==> src/rtl/manta_bus_pkg.sv <==
// Shared constants, types and address decode for the Manta multi-core bus router.
package manta_bus_pkg;

    typedef logic [1:0] state_t;
    localparam state_t ST_IDLE  = 2'd0;
    localparam state_t ST_ISSUE = 2'd1;
    localparam state_t ST_WAIT  = 2'd2;
    localparam state_t ST_RESP  = 2'd3;

    // Index width sized for the largest supported core count (16).
    localparam int CORE_IDX_W = $clog2(16);
    typedef logic [CORE_IDX_W-1:0] core_idx_t;

    localparam logic [15:0] ERR_DATA_DEFAULT = 16'hDEAD;

    // Full-width window number; callers compare it against NUM_CORES before truncating.
    function automatic logic [31:0] decode_core_idx(input logic [31:0] addr,
                                                    input int unsigned window_bits);
        return addr >> window_bits;
    endfunction

endpackage

==> src/rtl/manta_bus_router_if.sv <==
// Bridge-side request/response and core-side broadcast bus of the Manta router.
interface manta_bus_router_if #(
    parameter int NUM_CORES  = 4,
    parameter int ADDR_WIDTH = 16,
    parameter int DATA_WIDTH = 16
);
    logic [ADDR_WIDTH-1:0]           req_addr_i;
    logic [DATA_WIDTH-1:0]           req_data_i;
    logic                            req_rw_i;
    logic                            req_valid_i;
    logic                            req_ready_o;
    logic [ADDR_WIDTH-1:0]           core_addr_o;
    logic [DATA_WIDTH-1:0]           core_wdata_o;
    logic                            core_rw_o;
    logic [NUM_CORES-1:0]            core_valid_o;
    logic [NUM_CORES*DATA_WIDTH-1:0] core_rdata_i;
    logic [NUM_CORES-1:0]            core_rvalid_i;
    logic [DATA_WIDTH-1:0]           res_data_o;
    logic                            res_valid_o;
    logic                            res_ready_i;
    logic                            res_err_o;
    logic [7:0]                      err_count_o;

    // Router side.
    modport slave (
        input  req_addr_i, req_data_i, req_rw_i, req_valid_i,
        output req_ready_o,
        output core_addr_o, core_wdata_o, core_rw_o, core_valid_o,
        input  core_rdata_i, core_rvalid_i,
        output res_data_o, res_valid_o, res_err_o, err_count_o,
        input  res_ready_i
    );

    // Bridge plus cores side.
    modport master (
        output req_addr_i, req_data_i, req_rw_i, req_valid_i,
        input  req_ready_o,
        input  core_addr_o, core_wdata_o, core_rw_o, core_valid_o,
        output core_rdata_i, core_rvalid_i,
        input  res_data_o, res_valid_o, res_err_o, err_count_o,
        output res_ready_i
    );
endinterface

==> src/rtl/bus_watchdog.sv <==
// Response timeout counter: counts enabled cycles, flags when TIMEOUT_CYCLES-1 is reached.
module bus_watchdog #(
    parameter int TIMEOUT_CYCLES = 255
) (
    input  logic clk,
    input  logic rst_n,
    input  logic clear,
    input  logic enable,
    output logic expired
);
    localparam int CNT_W = (TIMEOUT_CYCLES > 1) ? $clog2(TIMEOUT_CYCLES) : 1;

    logic [CNT_W-1:0] count_reg;
    logic [CNT_W-1:0] count_next;

    assign expired = (count_reg == CNT_W'(TIMEOUT_CYCLES - 1));

    always_comb begin
        count_next = count_reg;
        if (clear) begin
            count_next = '0;
        end else if (enable && !expired) begin
            count_next = count_reg + 1'b1;
        end
    end

    always_ff @(posedge clk or negedge rst_n) begin
        if (!rst_n) begin
            count_reg <= '0;
        end else begin
            count_reg <= count_next;
        end
    end
endmodule

==> src/rtl/manta_bus_router.sv <==
// Routes bridge requests to NUM_CORES debug-core windows and returns one response per read.
module manta_bus_router
    import manta_bus_pkg::*;
#(
    parameter int NUM_CORES      = 4,
    parameter int ADDR_WIDTH     = 16,
    parameter int DATA_WIDTH     = 16,
    parameter int WINDOW_BITS    = 12,
    parameter int TIMEOUT_CYCLES = 255,
    parameter logic [DATA_WIDTH-1:0] ERR_DATA = DATA_WIDTH'(ERR_DATA_DEFAULT)
) (
    input logic               clk,
    input logic               rst_n,
    manta_bus_router_if.slave bus
);
    state_t                state_reg, state_next;
    logic [ADDR_WIDTH-1:0] addr_reg, addr_next;
    logic [DATA_WIDTH-1:0] wdata_reg, wdata_next;
    logic                  rw_reg, rw_next;
    core_idx_t             idx_reg, idx_next;
    logic                  mapped_reg, mapped_next;
    logic [DATA_WIDTH-1:0] res_data_reg, res_data_next;
    logic                  res_err_reg, res_err_next;
    logic [7:0]            err_count_reg, err_count_next;
    logic                  err_inc;

    logic [31:0]           req_idx;
    logic                  req_mapped;
    logic [DATA_WIDTH-1:0] rdata_arr [NUM_CORES];
    logic [DATA_WIDTH-1:0] sel_rdata;
    logic                  sel_rvalid;
    logic                  wd_expired;

    assign req_idx    = decode_core_idx(32'(bus.req_addr_i), WINDOW_BITS);
    assign req_mapped = (req_idx < 32'(NUM_CORES));

    for (genvar gi = 0; gi < NUM_CORES; gi++) begin : g_core
        assign rdata_arr[gi]        = bus.core_rdata_i[gi*DATA_WIDTH +: DATA_WIDTH];
        assign bus.core_valid_o[gi] = (state_reg == ST_ISSUE) && mapped_reg
                                      && (idx_reg == core_idx_t'(gi));
    end

    // Only the addressed core's strobe is observed; all others are ignored.
    always_comb begin
        sel_rdata  = '0;
        sel_rvalid = 1'b0;
        for (int k = 0; k < NUM_CORES; k++) begin
            if (idx_reg == core_idx_t'(k)) begin
                sel_rdata  = rdata_arr[k];
                sel_rvalid = bus.core_rvalid_i[k];
            end
        end
    end

    bus_watchdog #(
        .TIMEOUT_CYCLES(TIMEOUT_CYCLES)
    ) u_watchdog (
        .clk     (clk),
        .rst_n   (rst_n),
        .clear   (state_reg != ST_WAIT),
        .enable  (state_reg == ST_WAIT),
        .expired (wd_expired)
    );

    always_comb begin
        state_next    = state_reg;
        addr_next     = addr_reg;
        wdata_next    = wdata_reg;
        rw_next       = rw_reg;
        idx_next      = idx_reg;
        mapped_next   = mapped_reg;
        res_data_next = res_data_reg;
        res_err_next  = res_err_reg;
        err_inc       = 1'b0;
        case (state_reg)
            ST_IDLE: begin
                if (bus.req_valid_i) begin
                    addr_next   = bus.req_addr_i;
                    wdata_next  = bus.req_data_i;
                    rw_next     = bus.req_rw_i;
                    idx_next    = core_idx_t'(req_idx);
                    mapped_next = req_mapped;
                    state_next  = ST_ISSUE;
                end
            end
            ST_ISSUE: begin
                if (mapped_reg) begin
                    state_next = rw_reg ? ST_IDLE : ST_WAIT;
                end else begin
                    err_inc = 1'b1;
                    if (rw_reg) begin
                        state_next = ST_IDLE;
                    end else begin
                        res_data_next = ERR_DATA;
                        res_err_next  = 1'b1;
                        state_next    = ST_RESP;
                    end
                end
            end
            ST_WAIT: begin
                // Data arriving on the timeout cycle still counts as a good response.
                if (sel_rvalid) begin
                    res_data_next = sel_rdata;
                    res_err_next  = 1'b0;
                    state_next    = ST_RESP;
                end else if (wd_expired) begin
                    res_data_next = ERR_DATA;
                    res_err_next  = 1'b1;
                    err_inc       = 1'b1;
                    state_next    = ST_RESP;
                end
            end
            ST_RESP: begin
                if (bus.res_ready_i) begin
                    state_next = ST_IDLE;
                end
            end
            default: state_next = ST_IDLE;
        endcase
        err_count_next = (err_inc && (err_count_reg != 8'hFF)) ? err_count_reg + 8'd1
                                                               : err_count_reg;
    end

    always_ff @(posedge clk or negedge rst_n) begin
        if (!rst_n) begin
            state_reg     <= ST_IDLE;
            addr_reg      <= '0;
            wdata_reg     <= '0;
            rw_reg        <= 1'b0;
            idx_reg       <= '0;
            mapped_reg    <= 1'b0;
            res_data_reg  <= '0;
            res_err_reg   <= 1'b0;
            err_count_reg <= '0;
        end else begin
            state_reg     <= state_next;
            addr_reg      <= addr_next;
            wdata_reg     <= wdata_next;
            rw_reg        <= rw_next;
            idx_reg       <= idx_next;
            mapped_reg    <= mapped_next;
            res_data_reg  <= res_data_next;
            res_err_reg   <= res_err_next;
            err_count_reg <= err_count_next;
        end
    end

    // Broadcast fields stay at the last issued request; core_valid_o qualifies them.
    assign bus.req_ready_o  = (state_reg == ST_IDLE);
    assign bus.core_addr_o  = addr_reg;
    assign bus.core_wdata_o = wdata_reg;
    assign bus.core_rw_o    = rw_reg;
    assign bus.res_data_o   = res_data_reg;
    assign bus.res_valid_o  = (state_reg == ST_RESP);
    assign bus.res_err_o    = res_err_reg;
    assign bus.err_count_o  = err_count_reg;

endmodule

==> src/flat_wrapper.sv <==
// flat-port wrapper written by rule: the top's interface ports become plain ports
module manta_bus_router_flat import manta_bus_pkg::*;
#(
    parameter int NUM_CORES      = 4,
    parameter int ADDR_WIDTH     = 16,
    parameter int DATA_WIDTH     = 16,
    parameter int WINDOW_BITS    = 12,
    parameter int TIMEOUT_CYCLES = 255,
    parameter logic [DATA_WIDTH-1:0] ERR_DATA = DATA_WIDTH'(ERR_DATA_DEFAULT)
)
  (clk, rst_n, bus_req_addr_i, bus_req_data_i, bus_req_rw_i, bus_req_valid_i, bus_req_ready_o, bus_core_addr_o, bus_core_wdata_o, bus_core_rw_o, bus_core_valid_o, bus_core_rdata_i, bus_core_rvalid_i, bus_res_data_o, bus_res_valid_o, bus_res_err_o, bus_err_count_o, bus_res_ready_i);
  manta_bus_router_if #(.NUM_CORES(NUM_CORES), .ADDR_WIDTH(ADDR_WIDTH), .DATA_WIDTH(DATA_WIDTH)) bus_i ();
  input logic clk;
  input logic rst_n;
  input wire logic [$bits(bus_i.req_addr_i)-1:0] bus_req_addr_i;
  input wire logic [$bits(bus_i.req_data_i)-1:0] bus_req_data_i;
  input wire logic [$bits(bus_i.req_rw_i)-1:0] bus_req_rw_i;
  input wire logic [$bits(bus_i.req_valid_i)-1:0] bus_req_valid_i;
  output wire logic [$bits(bus_i.req_ready_o)-1:0] bus_req_ready_o;
  output wire logic [$bits(bus_i.core_addr_o)-1:0] bus_core_addr_o;
  output wire logic [$bits(bus_i.core_wdata_o)-1:0] bus_core_wdata_o;
  output wire logic [$bits(bus_i.core_rw_o)-1:0] bus_core_rw_o;
  output wire logic [$bits(bus_i.core_valid_o)-1:0] bus_core_valid_o;
  input wire logic [$bits(bus_i.core_rdata_i)-1:0] bus_core_rdata_i;
  input wire logic [$bits(bus_i.core_rvalid_i)-1:0] bus_core_rvalid_i;
  output wire logic [$bits(bus_i.res_data_o)-1:0] bus_res_data_o;
  output wire logic [$bits(bus_i.res_valid_o)-1:0] bus_res_valid_o;
  output wire logic [$bits(bus_i.res_err_o)-1:0] bus_res_err_o;
  output wire logic [$bits(bus_i.err_count_o)-1:0] bus_err_count_o;
  input wire logic [$bits(bus_i.res_ready_i)-1:0] bus_res_ready_i;
  assign bus_i.req_addr_i = bus_req_addr_i;
  assign bus_i.req_data_i = bus_req_data_i;
  assign bus_i.req_rw_i = bus_req_rw_i;
  assign bus_i.req_valid_i = bus_req_valid_i;
  assign bus_req_ready_o = bus_i.req_ready_o;
  assign bus_core_addr_o = bus_i.core_addr_o;
  assign bus_core_wdata_o = bus_i.core_wdata_o;
  assign bus_core_rw_o = bus_i.core_rw_o;
  assign bus_core_valid_o = bus_i.core_valid_o;
  assign bus_i.core_rdata_i = bus_core_rdata_i;
  assign bus_i.core_rvalid_i = bus_core_rvalid_i;
  assign bus_res_data_o = bus_i.res_data_o;
  assign bus_res_valid_o = bus_i.res_valid_o;
  assign bus_res_err_o = bus_i.res_err_o;
  assign bus_err_count_o = bus_i.err_count_o;
  assign bus_i.res_ready_i = bus_res_ready_i;
  manta_bus_router #(.NUM_CORES(NUM_CORES), .ADDR_WIDTH(ADDR_WIDTH), .DATA_WIDTH(DATA_WIDTH), .WINDOW_BITS(WINDOW_BITS), .TIMEOUT_CYCLES(TIMEOUT_CYCLES), .ERR_DATA(ERR_DATA)) u_core (.clk(clk), .rst_n(rst_n), .bus(bus_i));
endmodule
==> config.mk <==
export PLATFORM = sky130hd
export DESIGN_NAME = manta_bus_router_flat
export DESIGN_NICKNAME = d
export VERILOG_FILES = /design/src/rtl/manta_bus_pkg.sv /design/src/rtl/manta_bus_router_if.sv /design/src/rtl/bus_watchdog.sv /design/src/rtl/manta_bus_router.sv /design/src/flat_wrapper.sv
export SDC_FILE = /design/constraint.sdc
export NUM_CORES = 1
export LEC_CHECK = 0
export CORE_AREA = 2 2 110 112
export DETAILED_ROUTE_END_ITERATION = 6
export DIE_AREA = 0 0 112 114
export HOLD_SLACK_MARGIN = 0.1
export SETUP_SLACK_MARGIN = 0.05
export SLEW_MARGIN = 10
export SYNTH_ARGS = -nofsm -noshare
export SYNTH_HDL_FRONTEND = slang
export SYNTH_SLANG_ARGS = --single-unit
==> constraint.sdc <==
create_clock -name clk -period 1.7 [get_ports clk]
set_input_delay 0.255 -clock clk [delete_from_list [all_inputs] [get_ports clk]]
set_output_delay 0.255 -clock clk [all_outputs]
set_load 0.03 [all_outputs]
=== After elaboration in Yosys (flattened, before gate mapping) ===
Index checks and enable logic that the tools add are counted.

* Flip-flop bits (word level): 73
* Latch bits: 0
* RAM bits: 0
* ROM bits: 0
* Bits of input ports: 105
* Word-level logic and storage cells: 74
* Memories: 0

* Add/subtract/negate cells: 2
* Multipliers: 0
* Divide/modulo/power cells: 0
* $lt $le $gt $ge: 1
* Equal/unequal tests: 14
* Shift-type cells: 0
* Mux-type cells: 32
* Bitwise operators: 0
* Reduce and logical (&&, ||, !) cells: 15

{| class="wikitable"
|+ Operators with widths
! cell !! count
|-
| $mux 16 || 8
|-
| $pmux 16 s2 || 1
|-
| $add 8x1->8 const B || 2
|-
| $mux 8 || 2
|-
| $mux 2 || 7
|-
| $mux 1 || 11
|-
| $eq 4x2->1 const B || 2
|-
| $eq 8x8->1 const B || 1
|-
| $ne 2x2->1 const B || 4
|-
| $ne 8x8->1 const B || 1
|-
| $pmux 2 s4 || 1
|-
| $logic_and 1x1->1 || 7
|-
| $eq 2x2->1 const B || 2
|-
| $eq 4x1->1 const B || 1
|-
| $logic_not 4->1 || 1
|-
| $lt 4x3->1 const B || 1
|-
| $pmux 1 s2 || 2
|-
| $reduce_and 4->1 || 1
|-
| $reduce_bool 2->1 || 2
|-
| $ne 3x1->1 const B || 1
|-
| $reduce_and 3->1 || 1
|-
| $eq 2x1->1 const B || 1
|-
| $logic_not 2->1 || 1
|-
| $ne 2x1->1 const B || 1
|-
| other kinds (2) || 2
|}

=== Longest topological paths before layout ===
Gate-level depths: netlist of run 1.

* Depth after elaboration: 8
* Depth in mapped cells: 9
* Depth with buffers taken out: 7

=== Cells and area by module ===
Synthesis of run 1 repeated with hierarchy kept, for this count alone.

* Cell total of the unflattened synthesis: 296
* Area total of the unflattened synthesis: 3565.9 um2

{| class="wikitable"
|+ By module, submodules not included
! module !! instances !! cells an instance !! area an instance (um2) !! sequential area each (um2)
|-
| manta_bus_router || 1 || 242 || 3046.7 || 1526.5
|-
| bus_watchdog || 1 || 54 || 519.2 || 200.2
|}

=== Worst setup path before layout of run 1 ===
No wires, ideal clock.

* Path type: flip-flop to flip-flop
* Start: reg u_core.idx_reg[0]
* End: reg u_core.err_count_reg[6], in the netlist u_core.bus.err_count_o[6]
* Arrival: 1855 ps
* Setup slack: -283 ps
* Stages on the path, launching flop included: 7
* Period minus slack after synthesis: 1983 ps
* Cells stage by stage: dfrtp_1 mux2_2 a22oi_4 a41o_1 buf_4 nand4_1 mux2_1

* Longest elaborated chain between the ends: 8
* Elaborated cells between the ends (all ways): 11

{| class="wikitable"
|+ RTL lines
! item !! RTL line !! source
|-
| from (decl) || manta_bus_router.sv:20 || <nowiki>core_idx_t idx_reg, idx_next;</nowiki>
|-
| from (signal assigned) || manta_bus_router.sv:140 || <nowiki>idx_reg <= idx_next;</nowiki>
|-
| $logic_not 4->1 || manta_bus_router.sv:48 || <nowiki>if (idx_reg == core_idx_t'(k)) begin</nowiki>
|-
| $mux 1 (3 in series) || manta_bus_router.sv:48 ||
|-
| $mux 1 (*) || manta_bus_router.sv:48 ||
|-
| $mux 1 (*) || manta_bus_router.sv:102 || <nowiki>if (sel_rvalid) begin</nowiki>
|-
| $pmux 1 s2 (*) || manta_bus_router.sv:75 || <nowiki>case (state_reg)</nowiki>
|-
| $logic_and 1x1->1 (*) || manta_bus_router.sv:120 || <nowiki>err_count_next = (err_inc && (err_count_reg != 8'hFF)) ? err_count_reg + 8'd1</nowiki>
|-
| to (signal assigned) || manta_bus_router.sv:144 || <nowiki>err_count_reg <= err_count_next;</nowiki>
|-
| to (decl) || manta_bus_router.sv:24 || <nowiki>logic [7:0] err_count_reg, err_count_next;</nowiki>
|}

Every way passes the cells marked *; elsewhere a longest branch is shown, timed or not.
A chain may end at the register's enable or synchronous reset.

=== Final worst setup path of run 1 ===
* Start: reg u_core.idx_reg[3]
* End: reg u_core.state_reg[0]

* Longest elaborated chain between the ends: 7
* Elaborated cells between the ends (all ways): 12

{| class="wikitable"
|+ RTL lines
! item !! RTL line !! source
|-
| $logic_not 4->1 || manta_bus_router.sv:48 ||
|-
| $mux 1 (3 in series) || manta_bus_router.sv:48 ||
|-
| $mux 1 (*) || manta_bus_router.sv:48 ||
|-
| $mux 2 / $ne 3x1->1 (equally long branches) || n/a ||
|-
| $pmux 2 s4 / $reduce_and 3->1 (equally long branches) || n/a ||
|-
| to (signal assigned) || manta_bus_router.sv:136 || <nowiki>state_reg <= state_next;</nowiki>
|-
| to (decl) || manta_bus_router.sv:16 || <nowiki>state_t state_reg, state_next;</nowiki>
|}

Marked as above.

==> results.py, run 1 <==
metrics = {
    "synth": {
        "yosys.area_share.simple_pct": 10.81,
        "synth_top_family_by_area": "multiplexers",
        "synth_cell_type_count": 43,
        "synth_top_area_share_pct": 51.09,
        "synth-xor-area-share_pct": 1.555,
        "synth-async-reset-ratio_pct": 100.0,
        "synth_mux_area_share_pct": 24.69,
        "synth_adder_area_share_pct": 2.592,
        "yosysMostFrequentCell": "dfrtp_1",
        "postSynthCellCount": 267,
        "ys_seq_area_share_pct": 51.09,
        "synth-compound-area-share_pct": 6.886,
        "synth_edf_count": 0,
        "synth.yosys.warnings": 0,
        "ys_ff_latch": 69,
        "synth_flop_cell": "dfrtp_1",
        "synth_top_area_cell": "dfrtp_1",
        "synth.area.top_cells": "dfrtp_1 51%, mux2_2 12%, mux4_2 11%",
        "synthesis.area_um2": 3379,
        "syn_nets": 379,
        "syn_avg_cell_area_um2": 12.66,
        "synthTopCellsByCount": "69 x dfrtp_1, 35 x mux2_2, 23 x nor2_1, 20 x nand2_1, 16 x mux4_2",
    },
    "route": {
        "via_per_inst": 4.772,
        "drtIter0Drc": 85,
        "routed_wl_um": 9892,
        "antenna_left": 0,
        "drc_errors": 0,
        "dr.pass1.iters": 5,
        "wl_per_cell_um": 15.75,
        "vias": 2997,
    },
    "finish": {
        "final_util_pct": 52.18,
        "seqCellArea_um2": 1730,
        "final_cells": 628,
        "syn2layout_area_growth_pct": 80.82,
        "antenna_cells": 0,
        "final_layout_size_suffix_gt1_share_pct": 31.81,
        "multi_input_area_um2": 1740,
        "nets": 588,
        "fillCellCount": 1071,
    },
    "run_status": {
        "status": "finished with violations",
        "violations": "setup timing",
    },
    "power": {
        "power.density_nw_per_um2": 1683,
        "leakagePower_nw": 2.729,
        "vdd_ir_drop_max_mv": 0.8678,
    },
    "critical_path": {
        "end_kind": "register",
        "cp.required_ps": 1950,
        "crit_fanout": 3,
        "crit_type": "register to register",
        "worstRegToRegCells": 8,
        "cp-start-kind": "register",
        "crit_arrival_ps": 2100,
    },
    "grt": {
        "overflow": 0,
        "grt_pass1_vias": 3258,
        "grt_use_total_pct": 15.88,
        "antenna_found_initial": 0,
        "grt_pass1_wl_um": 16060,
        "grt_start_max_net_pins": 31,
    },
    "sta": {
        "drv_slew": 0,
        "clock_skew_ps": 7.540,
        "worst_pin_slew_ps": 422.1,
        "hold_viol": 0,
        "rsz0062_at_grt": "true",
        "maxSlewHeadroom_pct": 71.86,
        "post-route-period-util_pct": 108.7,
        "setup_tns_ps": -1797,
        "fmax_mhz": 541.1,
        "holdWs_ps": 416.1,
        "finalSetupViolations": 29,
        "period_minus_slack_ps": 1848,
        "worst_slack_ps": -148.1,
    },
    "clocking": {
        "cts_tree": "done",
        "path_clk_slew_ps": 60,
        "cts-root-buf": "clkbuf_16",
        "clk_path_buf_depth": 2,
        "cts_buffers": 9,
        "worst_skew_pair.late_latency_ps": 330,
        "cts_sinks": 69,
        "htreeDepth": 3,
    },
    "job": {
        "maxCapViolCount": 0,
    },
    "floorplanning": {
        "die_h_um": 114,
        "start_util_pct": 28.86,
        "die_w_um": 112,
        "core_um2": 11710,
        "rows": 40,
        "dieArea_um2": 12770,
        "pin_count": 169,
    },
    "placement": {
        "dp_hpwl_um": 7294,
        "gp_congestion": 0.8093,
        "placed_cells": 605,
        "portBuffers": 168,
    },
    "hold_path": {
        "hold_path.class": "input pin to asynchronous set/reset pin",
    },
}
[cell usage in the layout (no fill, tap or decap), types with 5 or more instances in the layout]
| cell | count |
|---|---|
| clkdlybuf4s50_1 | 117 |
| dfrtp_1 | 66 |
| buf_4 | 38 |
| mux2_2 | 33 |
| dlymetal6s2s_1 | 27 |
| nand2_1 | 18 |
| mux4_2 | 16 |
| a21oi_1 | 15 |
| dlygate4sd2_1 | 15 |
| nor2_1 | 13 |
| nor2_2 | 9 |
| clkbuf_16 | 9 |
| nand4_1 | 7 |
| buf_6 | 6 |
| a22o_1 | 5 |
| and3_1 | 5 |
[power breakdown]
part | switching [W] | internal [W]
sequential | 0.000385 | 0.00222
combinational | 0.00289 | 0.00276
clock | 0.000703 | 0.00133
total | 0.00398 | 0.00631
[path summary, 6_finish.rpt]
kind                                      startpoint                         end  slack, ps
max                                u_core.idx_reg[3]         u_core.state_reg[0]       -150
min                                            rst_n    u_core.bus.res_data_o[6]        420
max reg2reg                        u_core.idx_reg[3]         u_core.state_reg[0]       -150
min reg2reg                u_core.bus.core_addr_o[0]   u_core.bus.core_addr_o[0]        500
max in group asynchronous                      rst_n  u_core.bus.core_wdata_o[6]        780
min in group clk           u_core.bus.core_addr_o[0]   u_core.bus.core_addr_o[0]        500
[critical path, stage by stage, from the launching register on]
cell and delay, ps:
dfrtp_1 410, nor3_2 190, buf_4 140, a22oi_4 60, buf_4 150, buf_6 120, a31oi_4 170, a21boi_0 300
o32a_1 230
[final cells by class]
type / count / area share, %
Clock buffer: 11 / 3.972
Clock inverter: 5 / 1.372
Inverter: 7 / 0.4300
Multi-Input combinational cell: 179 / 28.48
Sequential cell: 69 / 28.32
Tap cell: 147 / 3.010
Timing Repair Buffer: 210 / 34.42
[kinds of logic after synthesis]
group,after synthesis
adder cells (fa/ha/maj),7
AND/OR/NAND/NOR,75
multiplexers,58
buffers and inverters,19
flip-flops,69
XOR/XNOR,6
AO/OA/AOI/OAI,33
[through the flow]
step,total power [W],area [um^2],setup slack [ps]
6_report,0.01028,6111,-148.1
5_1_grt,0.01084,6111,-189.4
4_1_cts,0.01023,5961,-123.6
3_5_place_dp,0.007940,5504,-408.9
3_3_place_gp,0.007881,5504,-411.8
2_1_floorplan,0.005707,3433,-180.0
[routing by layer]
metal  vias to the layer above  global-route usage, %  wire length [um]
met4                         0                  4.390               143
met3                        13                  6.164               683
met5                         -                      0                 0
met2                       100                  27.15              5006
met1                      1483                  18.81              4058
li1                       1401                      -                 -
[timing repair]
| action | 4_1_cts | 5_1_grt |
|---|---|---|
| pin swaps | 9 | 5 |
| endpoints found under the hold margin | 27 | 0 |
| buffers inserted | 4 | 2 |
| setup endpoints to repair | 47 | 59 |
| gates resized for setup | 44 | 45 |
| hold buffers | 1 | 0 |
(Power assumes the default switching activity.)
==> run 2: changes to the inputs <==
Settings changed: CAP_MARGIN from default to 20.
==> results of run 2 <==
Final layout, timing and power as in run 1 (identical DEF).
==> run 3: changes to the inputs <==
Settings changed: CORE_AREA 2 2 110 112 to 4 4 112 114, DIE_AREA 0 0 112 114 to 0 0 116 118.
Clock period 1.7 ns to 2 ns, I/O delays scaled along.
==> run 3 against run 2 <==
Against the previous run: the flow now finishes without violations; sequential power is 15% lower; first-iteration DRC count decreased by 1.2%; global-route usage fell by 1.0 points; largest power group unchanged.
==> results.py, run 3 (synthesis gave the netlist of run 1 again) <==
metrics = {
    "placement": {
        "dp_hpwl_um": 7630,
        "gp_congestion": 0.7928,
        "dpl-instance-area_um2": 5385,
        "portBuffers": 168,
    },
    "floorplanning": {
        "die_w_um": 116,
        "core_um2": 11420,
        "start_util_pct": 29.60,
        "rows": 39,
        "dieArea_um2": 13690,
        "die_h_um": 118,
        "pin_count": 169,
    },
    "finish": {
        "seqCellArea_um2": 1729,
        "fin_area_um2": 5798,
        "final_layout_size_suffix_gt1_share_pct": 23.93,
        "multi_input_area_um2": 1604,
        "layout_commonest_cell": "clkdlybuf4s50_1",
        "fillCellCount": 1062,
        "antenna_cells": 0,
        "mostFrequentLayoutCells": "159 x clkdlybuf4s50_1, 67 x dfrtp_1, 35 x mux2_2",
        "nets": 575,
        "syn2layout_area_growth_pct": 71.57,
    },
    "route": {
        "antenna_left": 0,
        "vias": 2881,
        "dr.pass1.iters": 4,
        "routed_wl_um": 9926,
        "wl_per_cell_um": 16.25,
        "via_per_inst": 4.715,
        "drtIter0Drc": 84,
        "drc_errors": 0,
    },
    "sta": {
        "worst_pin_slew_ps": 585.4,
        "rsz0062_at_grt": "true",
        "drv_slew": 0,
        "clock_skew_ps": 6.921,
        "period_minus_slack_ps": 1945,
        "finalSetupViolations": 0,
        "setup_tns_ps": 0,
        "post-route-period-util_pct": 97.23,
        "maxSlewHeadroom_pct": 60.97,
        "hold_viol": 0,
        "fmax_mhz": 514.3,
    },
    "clocking": {
        "cts-root-buf": "clkbuf_16",
        "cts_tree": "done",
        "worst_skew_pair.late_latency_ps": 320,
        "htreeDepth": 3,
        "path_clk_slew_ps": 60,
        "cts_buffers": 9,
        "cts_sinks": 69,
        "clk_path_buf_depth": 2,
    },
    "hold_path": {
        "whs_path_depth": 1,
        "hold_path_end": "u_core.bus.core_wdata_o[10]",
        "hold_path.startpoint": "u_core.bus.core_wdata_o[10]",
        "hold_path.class": "register to register",
    },
    "critical_path": {
        "crit_fanout": 5,
        "r2r_setup_slack_ps": 60,
        "slowest_stage": "dfrtp_2",
        "cp_top_family": "multiplexers",
        "end_kind": "register",
        "cp.required_ps": 2210,
        "crit_start": "u_core.idx_reg[0]",
        "crit_arrival_ps": 2150,
        "reg2reg_to": "u_core.bus.err_count_o[6]",
        "cp-start-kind": "register",
        "cp_num_buf_inv": 1,
        "path_cells": "mux2_4, a22oi_4, a41o_1, buf_6, nand4_1, mux2_1",
        "critPathMaxStageDelay_ps": 440,
        "r2r-start": "u_core.idx_reg[0]",
        "crit_type": "register to register",
        "worstRegToRegCells": 6,
    },
    "power": {
        "leakagePower_nw": 2.419,
        "p_sw_w": 0.003210,
        "power_frac_seq_pct": 26.2,
        "pwr-share-clk_pct": 20.9,
        "power.density_nw_per_um2": 1452,
        "p_comb_share_pct": 53.0,
        "power_w": 0.008417,
        "switching_share_pct": 38.14,
        "intPower_w": 0.005207,
        "vdd_ir_drop_max_mv": 0.8435,
    },
    "grt": {
        "grt_pass1_vias": 3183,
        "overflow": 0,
        "grt_use_total_pct": 14.85,
        "antenna_found_initial": 0,
        "grt_pass1_wl_um": 16080,
        "grt_start_max_net_pins": 44,
    },
    "run_status": {
        "status": "complete, no violations",
    },
    "job": {
        "maxCapViolCount": 0,
    },
}
[run 3: cell count changes in the layout (fill, tap and decap cells not counted), moves of 5 or more]
cell / change
clkdlybuf4s50_1: +42
dlymetal6s2s_1: -26
dlygate4sd2_1: -12
buf_4: -10
nor2_1: +10
nor2_2: -9
buf_6: -5
[run 3: area by class of cell]
cell class,instances,share of cell area (%)
Inverter,7,0.4532
Timing Repair Buffer,197,33.23
Clock buffer,10,4.122
Sequential cell,69,29.82
Clock inverter,6,1.618
Tap cell,143,3.086
Multi-Input combinational cell,179,27.67
[run 3: repair_timing]
item / 4_1_cts / 5_1_grt
pin swaps: 0 / 3
gates resized for setup: 5 / 7
setup buffers: 0 / 3
hold buffers: 1 / 0
endpoints found under the setup margin: 22 / 28
hold endpoints to repair: 42 / 0
cloned: 0 / 1
[run 3: per-layer routing]
layer  part of all wire [%]  vias up  wire (um)  global-route usage, %
li1                       -     1370          -                      -
met1                     40     1410       3970                  17.77
met2                     52       90       5134                  25.04
met3                    7.3       11        724                  5.039
met4                   0.98        0         97                  4.351
met5                      0        -          0                      0
[run 3: worst max path at each step]
stage                                      to  slack, ps  cells past startpoint
CTS                 u_core.bus.err_count_o[6]         70                      8
detailed placement  u_core.bus.res_data_o[13]       -270                      6
finish              u_core.bus.err_count_o[6]         60                      6
global route        u_core.bus.err_count_o[6]       -0.8                      6
global placement     u_core.bus.res_data_o[1]       -210                      6
floorplan           u_core.bus.err_count_o[1]         60                      6
[run 3: metrics by stage]
stage,cells,util (%),hold slack (ps),setup WS [ps]
after floorplan,267,-,4.409,63.99
after global placement,590,47.16,348.1,-208.0
after detailed placement,590,47.16,346.1,-273.2
after CTS,607,50.21,506.5,65.11
after global routing,611,50.78,524.0,-0.7998
final,611,50.78,502.5,55.43
[run 3: worst reg2reg max path, cell delays in order (launching register included)]
cell and delay [ps]:
dfrtp_2 440, mux2_4 320, a22oi_4 240, a41o_1 250, buf_6 130, nand4_1 110
mux2_1 330
[run 3: power by group through the flow]
stage | Sequential (W) | Clock, W | Combinational (W)
after floorplan | 0.00309 | 0 | 0.00169
after global placement | 0.00221 | 0 | 0.00440
after detailed placement | 0.00222 | 0 | 0.00443
after CTS | 0.00220 | 0.00180 | 0.00444
after global routing | 0.00228 | 0.00187 | 0.00480
final | 0.00220 | 0.00176 | 0.00446
